$ cat config.mk
export PLATFORM = sky130hd
export DESIGN_NAME = alu_scheduler
export DESIGN_NICKNAME = d
export VERILOG_FILES = /design/src/rtl/alu_pkg.sv /design/src/rtl/rr_arb2.sv /design/src/rtl/alu_scheduler.sv
export SDC_FILE = /design/constraint.sdc
export NUM_CORES = 1
export LEC_CHECK = 0
export CORE_AREA = 2 2 177 92
export CTS_CLUSTER_SIZE = 20
export DETAILED_ROUTE_END_ITERATION = 12
export DIE_AREA = 0 0 179 94
export GPL_TIMING_DRIVEN = 0
export PLACE_DENSITY = 0.85
export SLEW_MARGIN = 10
export SYNTH_ARGS = -nofsm -noshare
export SYNTH_HDL_FRONTEND = slang
export SYNTH_SLANG_ARGS = --single-unit
$ cat constraint.sdc
create_clock -name clk -period 1.8 [get_ports clk]
set_input_delay 0.18 -clock clk [delete_from_list [all_inputs] [get_ports clk]]
set_output_delay 0.18 -clock clk [all_outputs]
set_load 0.005 [all_outputs]
$ cat src/rtl/alu_pkg.sv
// Shared definitions for the ALU scheduler: opcode encodings, FSM states and
// the default settle time of the external ALU.
package alu_pkg;

    localparam int DATA_W          = 32;
    localparam int EXEC_CYCLES_DEF = 2;

    localparam logic [3:0] OP_ADD   = 4'b0000;
    localparam logic [3:0] OP_SUB   = 4'b0001;
    localparam logic [3:0] OP_MUL   = 4'b0010;
    localparam logic [3:0] OP_DIV   = 4'b0011;
    localparam logic [3:0] OP_MOD   = 4'b0100;
    localparam logic [3:0] OP_AND   = 4'b0101;
    localparam logic [3:0] OP_OR    = 4'b0110;
    localparam logic [3:0] OP_XOR   = 4'b0111;
    localparam logic [3:0] OP_SLL   = 4'b1000;
    localparam logic [3:0] OP_SRL   = 4'b1001;
    localparam logic [3:0] OP_SRA   = 4'b1010;
    localparam logic [3:0] OP_SLT   = 4'b1011;
    localparam logic [3:0] OP_SLTU  = 4'b1100;
    localparam logic [3:0] OP_MIN   = 4'b1101;
    localparam logic [3:0] OP_MAX   = 4'b1110;
    localparam logic [3:0] OP_PASSA = 4'b1111;

    typedef enum logic [1:0] {
        ST_IDLE = 2'd0,
        ST_EXEC = 2'd1,
        ST_RESP = 2'd2
    } state_t;

endpackage

$ cat src/rtl/rr_arb2.sv
// Two-way round-robin arbiter: the pointer only breaks ties, a lone requester
// always wins.
module rr_arb2 (
    input  logic [1:0] valid,
    input  logic       ptr,
    output logic [1:0] grant
);

    always_comb begin
        grant = 2'b00;
        if (valid == 2'b11) begin
            grant[ptr] = 1'b1;
        end else begin
            grant = valid;
        end
    end

endmodule

$ cat src/rtl/alu_scheduler.sv
// Shares one external combinational ALU between two requesters: arbitrate,
// hold operands for EXEC_CYCLES settle cycles, then present the result.
module alu_scheduler
    import alu_pkg::*;
#(
    parameter int EXEC_CYCLES = EXEC_CYCLES_DEF
) (
    input  logic               clk,
    input  logic               rst_n,
    input  logic               req0_valid,
    output logic               req0_ready,
    input  logic signed [31:0] req0_a,
    input  logic signed [31:0] req0_b,
    input  logic [3:0]         req0_op,
    input  logic               req1_valid,
    output logic               req1_ready,
    input  logic signed [31:0] req1_a,
    input  logic signed [31:0] req1_b,
    input  logic [3:0]         req1_op,
    output logic               rsp0_valid,
    input  logic               rsp0_ready,
    output logic signed [31:0] rsp0_data,
    output logic               rsp0_err,
    output logic               rsp1_valid,
    input  logic               rsp1_ready,
    output logic signed [31:0] rsp1_data,
    output logic               rsp1_err,
    output logic signed [31:0] alu_a,
    output logic signed [31:0] alu_b,
    output logic [31:0]        alu_sel,
    input  logic signed [31:0] alu_y,
    output logic               busy
);

    state_t                    state_q, state_d;
    logic [3:0]                cnt_q;
    logic                      ptr_q;
    logic                      owner_q;
    logic [1:0]                grant;
    logic                      req_hs, rsp_hs, in_run;
    logic signed [DATA_W-1:0]  a_p0, b_p0;
    logic [3:0]                op_p0;
    logic signed [DATA_W-1:0]  result_p1;
    logic                      err_p1;

    function automatic logic is_divzero(input logic [3:0] op, input logic signed [DATA_W-1:0] b);
        return ((op == OP_DIV) || (op == OP_MOD)) && (b == '0);
    endfunction

    rr_arb2 u_arb (
        .valid ({req1_valid, req0_valid}),
        .ptr   (ptr_q),
        .grant (grant)
    );

    // Ready is masked while rst_n is low so nothing handshakes under reset.
    assign req_hs = rst_n && (state_q == ST_IDLE) && (grant != 2'b00);
    assign rsp_hs = (state_q == ST_RESP) && (owner_q ? rsp1_ready : rsp0_ready);

    always_comb begin
        state_d = state_q;
        case (state_q)
            ST_IDLE: if (req_hs)        state_d = ST_EXEC;
            ST_EXEC: if (cnt_q == 4'd0) state_d = ST_RESP;
            ST_RESP: if (rsp_hs)        state_d = ST_IDLE;
            default:                    state_d = ST_IDLE;
        endcase
    end

    // Stage p0: operand latch on request handshake
    always_ff @(posedge clk) begin
        if (!rst_n) begin
            state_q <= ST_IDLE;
            cnt_q   <= 4'd0;
            ptr_q   <= 1'b0;
            owner_q <= 1'b0;
            a_p0    <= '0;
            b_p0    <= '0;
            op_p0   <= 4'd0;
        end else begin
            state_q <= state_d;
            if (req_hs) begin
                owner_q <= grant[1];
                a_p0    <= grant[1] ? req1_a  : req0_a;
                b_p0    <= grant[1] ? req1_b  : req0_b;
                op_p0   <= grant[1] ? req1_op : req0_op;
                cnt_q   <= 4'(EXEC_CYCLES - 1);
            end else if ((state_q == ST_EXEC) && (cnt_q != 4'd0)) begin
                cnt_q <= cnt_q - 4'd1;
            end
            if (rsp_hs) begin
                ptr_q <= ~owner_q;
            end
        end
    end

    // Stage p1: result capture on the last settle cycle
    always_ff @(posedge clk) begin
        if (!rst_n) begin
            result_p1 <= '0;
            err_p1    <= 1'b0;
        end else if ((state_q == ST_EXEC) && (cnt_q == 4'd0)) begin
            result_p1 <= is_divzero(op_p0, b_p0) ? '0 : alu_y;
            err_p1    <= is_divzero(op_p0, b_p0);
        end
    end

    assign in_run     = (state_q == ST_EXEC) || (state_q == ST_RESP);
    assign busy       = (state_q != ST_IDLE);
    assign req0_ready = req_hs && grant[0];
    assign req1_ready = req_hs && grant[1];
    assign alu_a      = in_run ? a_p0 : '0;
    assign alu_b      = in_run ? b_p0 : '0;
    assign alu_sel    = in_run ? {28'b0, op_p0} : 32'b0;
    assign rsp0_valid = (state_q == ST_RESP) && !owner_q;
    assign rsp1_valid = (state_q == ST_RESP) && owner_q;
    assign rsp0_data  = rsp0_valid ? result_p1 : '0;
    assign rsp1_data  = rsp1_valid ? result_p1 : '0;
    assign rsp0_err   = rsp0_valid && err_p1;
    assign rsp1_err   = rsp1_valid && err_p1;

endmodule

# == After elaboration in Yosys (flattened, before gate mapping) ==
# Index checks and enable logic that the tools add are counted.
# totals
output_inout_bits,167
n_memories,0
ramBits,0
input_bits,174
elab_cells,67
rom_bits,0
regBits,109
latch_bits,0
# op_classes
n_mux,19
shift,0
n_mul,0
reduce_logical,25
div,0
n_eq_ne,8
n_lt_le_gt_ge,2
addsub,1
bitwise,2
# op_table
cell,n
two-way mux 32 bit,7
zero test 32 bit,1
logical AND 1 bit,13
two-way mux 2 bit,4
two-way mux 4 bit,2
one-hot mux 2 bit (3 select lines),1
nonzero test 2 bit,3
== test 2 bit (second input constant),2
== test 4 x 2 -> 1 bit (second input constant),1
== test 4 x 3 -> 1 bit (second input constant),1
zero test 4 bit,1
two-way mux 1 bit,4
inequality test 2 bit (second input constant),2
nonzero test 4 bit,1
subtractor 4 x 1 -> 4 bit (second input constant),1
AND reduction 3 bit,1
== test 2 x 1 -> 1 bit (second input constant),1
zero test 2 bit,1
logical OR 1 bit,2
< comparator 1 x 2 -> 1 bit (second input constant),1
inequality test 2 x 1 -> 1 bit (second input constant),1
NOT 1 bit,2
OR reduction 2 bit,1
demux 1 bit (select 1 bit),1
2 further kinds,2

# == Logic depth before layout (Yosys ltp) ==
# logic_depth
ltp_word,9
depth_mapped,8
ltp_nobuf,6

# == By module ==
# From an unflattened synthesis, not the netlist that was laid out.
# hier_totals
hier_cells,658
area_unflattened_um2,5688.0
# by_module_without_submodules
mod,cells_per_inst,area_each_um2,seq_area_each_um2,instances
alu_scheduler,655,5669.2,2182.1,1
rr_arb2,3,18.8,0.0,1

# == Least setup slack after synthesis ==
# OpenSTA, ideal clock, no wires.
# synth_timing
path_kind,reg2reg
start,reg cnt_q[0]
end,reg result_p1[21]
setup_time_ps,115
n_path_buf,2
synth_period_minus_slack_ps,1644
required_time_ps,1685
slack_ps,156
arrival_time_ps,1529
stages_incl_launch_ff,9
cell_sequence,dfxtp_1 inv_1 ha_1 and4bb_1 buf_4 nand4_2 o31ai_4 buf_6 nor2_2
# synth_via
elab_chain_len,2
# synth_lines
item,line_no,text
start: declaration,alu_scheduler.sv:36,logic [3:0] cnt_q;
start signal: assignment,alu_scheduler.sv:87,cnt_q <= 4'(EXEC_CYCLES - 1);
start signal: assignment,alu_scheduler.sv:89,cnt_q <= cnt_q - 4'd1;
zero test 4 bit,alu_scheduler.sv:102,end else if ((state_q == ST_EXEC) && (cnt_q == 4'd0)) begin
logical AND 1 bit,alu_scheduler.sv:102,
end signal: assignment,alu_scheduler.sv:103,"result_p1 <= is_divzero(op_p0, b_p0) ? '0 : alu_y;"
end: declaration,alu_scheduler.sv:43,logic signed [DATA_W-1:0] result_p1;
# Every way passes these cells.
# A chain may end at the register's enable or synchronous reset.

# == Worst setup path after layout ==
# layout_timing
start,reg state_q[1]
end,out rsp0_data[12]
# layout_via
elab_chain_len,3
# layout_lines
item,line_no,text
start: declaration,alu_scheduler.sv:35,"state_t state_q, state_d;"
start signal: assignment,alu_scheduler.sv:81,state_q <= state_d;
== test 2 bit,alu_scheduler.sv:115,assign rsp0_valid = (state_q == ST_RESP) && !owner_q;
logical AND 1 bit,alu_scheduler.sv:115,
two-way mux 32 bit,alu_scheduler.sv:117,assign rsp0_data = rsp0_valid ? result_p1 : '0;
end: declaration,alu_scheduler.sv:22,"output logic signed [31:0] rsp0_data,"
# Every way passes these cells.

==> summary.txt <==
Drt
  • Drt wl/cell: 18.3 um
  • DRT iter0 DRCs: 313
  • Vias per std cell: 4.99
  • Routed wire length: 23400 um
  • Via count: 6384
  • Remaining DRCs: 0
  • Detail Route Antenna Nets: 0
  • Pre-antenna DRT Iters: 5

Worst setup path
  • Critical path class: flop to output port
  • Worst path required time: 1.62 ns
  • Setup crit end: rsp0_data[12]
  • Startpoint types: flop
  • Critical Path AT: 1.80 ns
  • CP Max Fanout: 7
  • Reg2Reg Launch Point: state_q[1]
  • Critical path endpoint category: output port
  • Reg2Reg Setup Slack: -0.12 ns
  • Worst Setup SP: state_q[1]
  • Worst r2r dst: result_p1[29]
  • Worst Reg-to-Reg Cells: 10

Timing
  • Relative slew margins: 62.0%
  • Min Tclk post-route: 1.98 ns
  • Period utilization: 110%
  • Setup ws final: -0.179 ns
  • RSZ-0062 raised after global routing: yes
  • Hold Vio Cnt, Final: 0
  • Final setup fails: 120
  • Fmax: 505 MHz
  • Fin Clk Skew: 0.00703 ns
  • Actual transition at the worst max-transition pin: 0.570 ns
  • Final Max Slew Viols: 0

Power and ir drop
  • Pleak: 4.95 nW
  • Power Dens Cells: 1080 nW/um2
  • Sw Ratio: 34.4%
  • Sequential share of power: 30.9%
  • Worst VDD drop: 0.000663 V
  • P_int: 7.60 mW
  • Logic pwr share: 49.9%
  • P_sw: 3.99 mW
  • Clock Power Share: 19.2%

Die
  • Die Y: 94 um
  • Top Ports: 341
  • Die Area: 16800 um2
  • Rows: 32
  • Die X: 179 um
  • Starting Density: 38.6%
  • Core Box Area: 15200 um2

Synthesis
  • Yosys cell types: 41
  • Area leader, netlist: dfxtp_1
  • Register area share after synthesis: 37.3%
  • Share of the synthesized area in the top cell type: 37.3%
  • Synth area leaders: dfxtp_1 (37%), mux2i_1 (17%), and2_1 (11%), o21ai_1 (5.9%), nand3_1 (5.8%)
  • Synthesis-stage register bit count: 109
  • Syn Inst Count: 664
  • Synth warn: 0
  • Syn Std Cell Area: 5860 um2
  • Mean Syn Cell Area: 8.82 um2

Layout
  • Post-Layout Inst Area: 10700 um2
  • Area of the multi-input gates: 3710 um2
  • Fraction of layout instances using a drive strength above 1: 37.9%
  • Fin util: 70.8%
  • P&R area growth vs syn: 83.5%
  • Fill count: 1056
  • Layout Nets: 1249
  • N_diodes: 0
  • Reg area: 2190 um2
  • Non-Filler Instances: 1279

Clock network
  • CTS Buffer Depth: 2
  • Clk_lat worst skew: 0.35 ns
  • Clk slew on worst S/H paths: 0.08 ns
  • Number of buffers created by CTS: 9
  • H-tree depth: 3
  • CTS tree: yes
  • CTS Root Buffer Type: clkbuf_16
  • Sinks on the clock net: 109
  • Hold-fix buffers, CTS: 0

Global route
  • Total gr overflow: 0
  • Largest net degree at the start of global routing: 20
  • Vias in the first global route: 6276
  • Initial antenna violation count: 0
  • First-pass GRT wire length: 32500 um
  • Total Routing Usage GR: 24.9%

Placed design
  • Final Wtd Congestion: 0.815
  • Placed cells: 1206
  • Post-DP HPWL: 16000 um
  • Place WS: -0.682 ns
  • IO buf count: 311
  • Cell Area, Placed: 9330 um2

Hold path
  • Hold WC Path Type: input pin to flop

Run status
  • Failing checks: negative setup slack
  • Status: finished, violations left

Run
  • Max Cap Viol: 0
-- flip-flops by register name, indices dropped and copies added, names as in the netlist --
register,count
op_p0,4
state_q,2
a_p0,32
owner_q,1
b_p0,32
ptr_q,1
err_p1,1
result_p1,32
cnt_q,4
-- metal layers --
metal,routed length [um],GRT usage [%],vias to the layer above
met5,0,0,-
met4,694,6.84,0
met3,1300,4.21,52
met2,12400,46.8,232
met1,8970,29.1,3066
li1,-,-,3034
-- worst min path at each step --
stage                     slack, ns  depth (start not counted)       endpoint       from
after CTS                      0.35                          4        owner_q      rst_n
after floorplan                0.33                          2  result_p1[31]  alu_y[31]
after global routing           0.40                          4        owner_q      rst_n
final                          0.39                          4        owner_q      rst_n
after detailed placement       0.45                          2        a_p0[9]    a_p0[9]
after global placement         0.44                          2        a_p0[9]    a_p0[9]
-- through the flow --
stage          hold slack, ns  power, mW  setup TNS [ns]
4_1_cts                 0.353       10.6          -11.99
3_5_place_dp            0.449       7.32          -77.76
6_report                0.393       11.6          -10.39
2_1_floorplan           0.327       5.57               0
5_1_grt                 0.403       12.1          -15.77
3_3_place_gp            0.442       7.21          -69.24
-- layout make-up --
cell class	instances	area share, %
flip-flops and latches	109	20.4
clock inverters	7	0.978
well taps	204	2.38
repair buffers	373	33.1
inverters	8	0.326
clock buffers	9	2.10
multi-input cells	489	34.5
plain buffers	80	6.26
-- worst max-delay path: stages, from the launching register on --
cell     delay (ns)
dfxtp_4        0.37
buf_6          0.12
ha_4           0.16
nor2b_4        0.13
buf_12         0.15
buf_6          0.12
buf_8          0.11
and2_1         0.15
buf_2          0.13
-- power groups by stage --
stage	Combinational [mW]	Clock, mW	Sequential [mW]
4_1_cts	4.88	2.24	3.50
6_report	5.78	2.23	3.58
3_3_place_gp	3.72	0	3.49
5_1_grt	6.13	2.35	3.66
2_1_floorplan	2.20	0	3.37
3_5_place_dp	3.80	0	3.52
-- cell usage after synthesis (all sizes together) --
master,instances
dfxtp,109
and2,104
mux2i,102
o21ai,70
nand3,68
buf,53
nor2,37
and3,34
clkbuf,32
inv,8
nand2,8
nor4,7
ha,5
a21oi,3
a211oi,2
a31o,2
nand4,2
nor2b,2
o211ai,2
xnor2,2
a21boi,1
a22oi,1
and3b,1
and4bb,1
conb,1
nand2b,1
nand3b,1
nor3,1
nor3b,1
o31ai,1
o32ai,1
or3,1
-- timing repair --
action,in CTS,in global routing
buffers inserted,35,18
gates resized for setup,660,172
setup endpoints to repair,242,190
gates cloned,14,3
pin swaps,16,12
-- layout by cell type, fill, tap and decap left out, types with 23 or more instances in the layout --
cell type	instances
conb_1	28
buf_6	72
o21ai_1	68
and2_4	44
nand3_1	68
and3_4	23
buf_4	48
mux2i_1	87
buf_2	80
and2_1	59
nor2_2	28
clkdlybuf4s50_1	171
dfxtp_1	106
-- logic make-up after synthesis --
kind of cell	count (synthesis)	synth area share [%]
DFF	109	37.3
AOI/OAI and AO/OA	83	7.91
other	1	0.0640
buffers and inverters	93	8.48
adders and majority gates	5	1.07
muxes	102	17.4
xor gates and xnor gates	2	0.299
and+or+nand+nor	269	27.5
(Power assumes the default switching activity.)
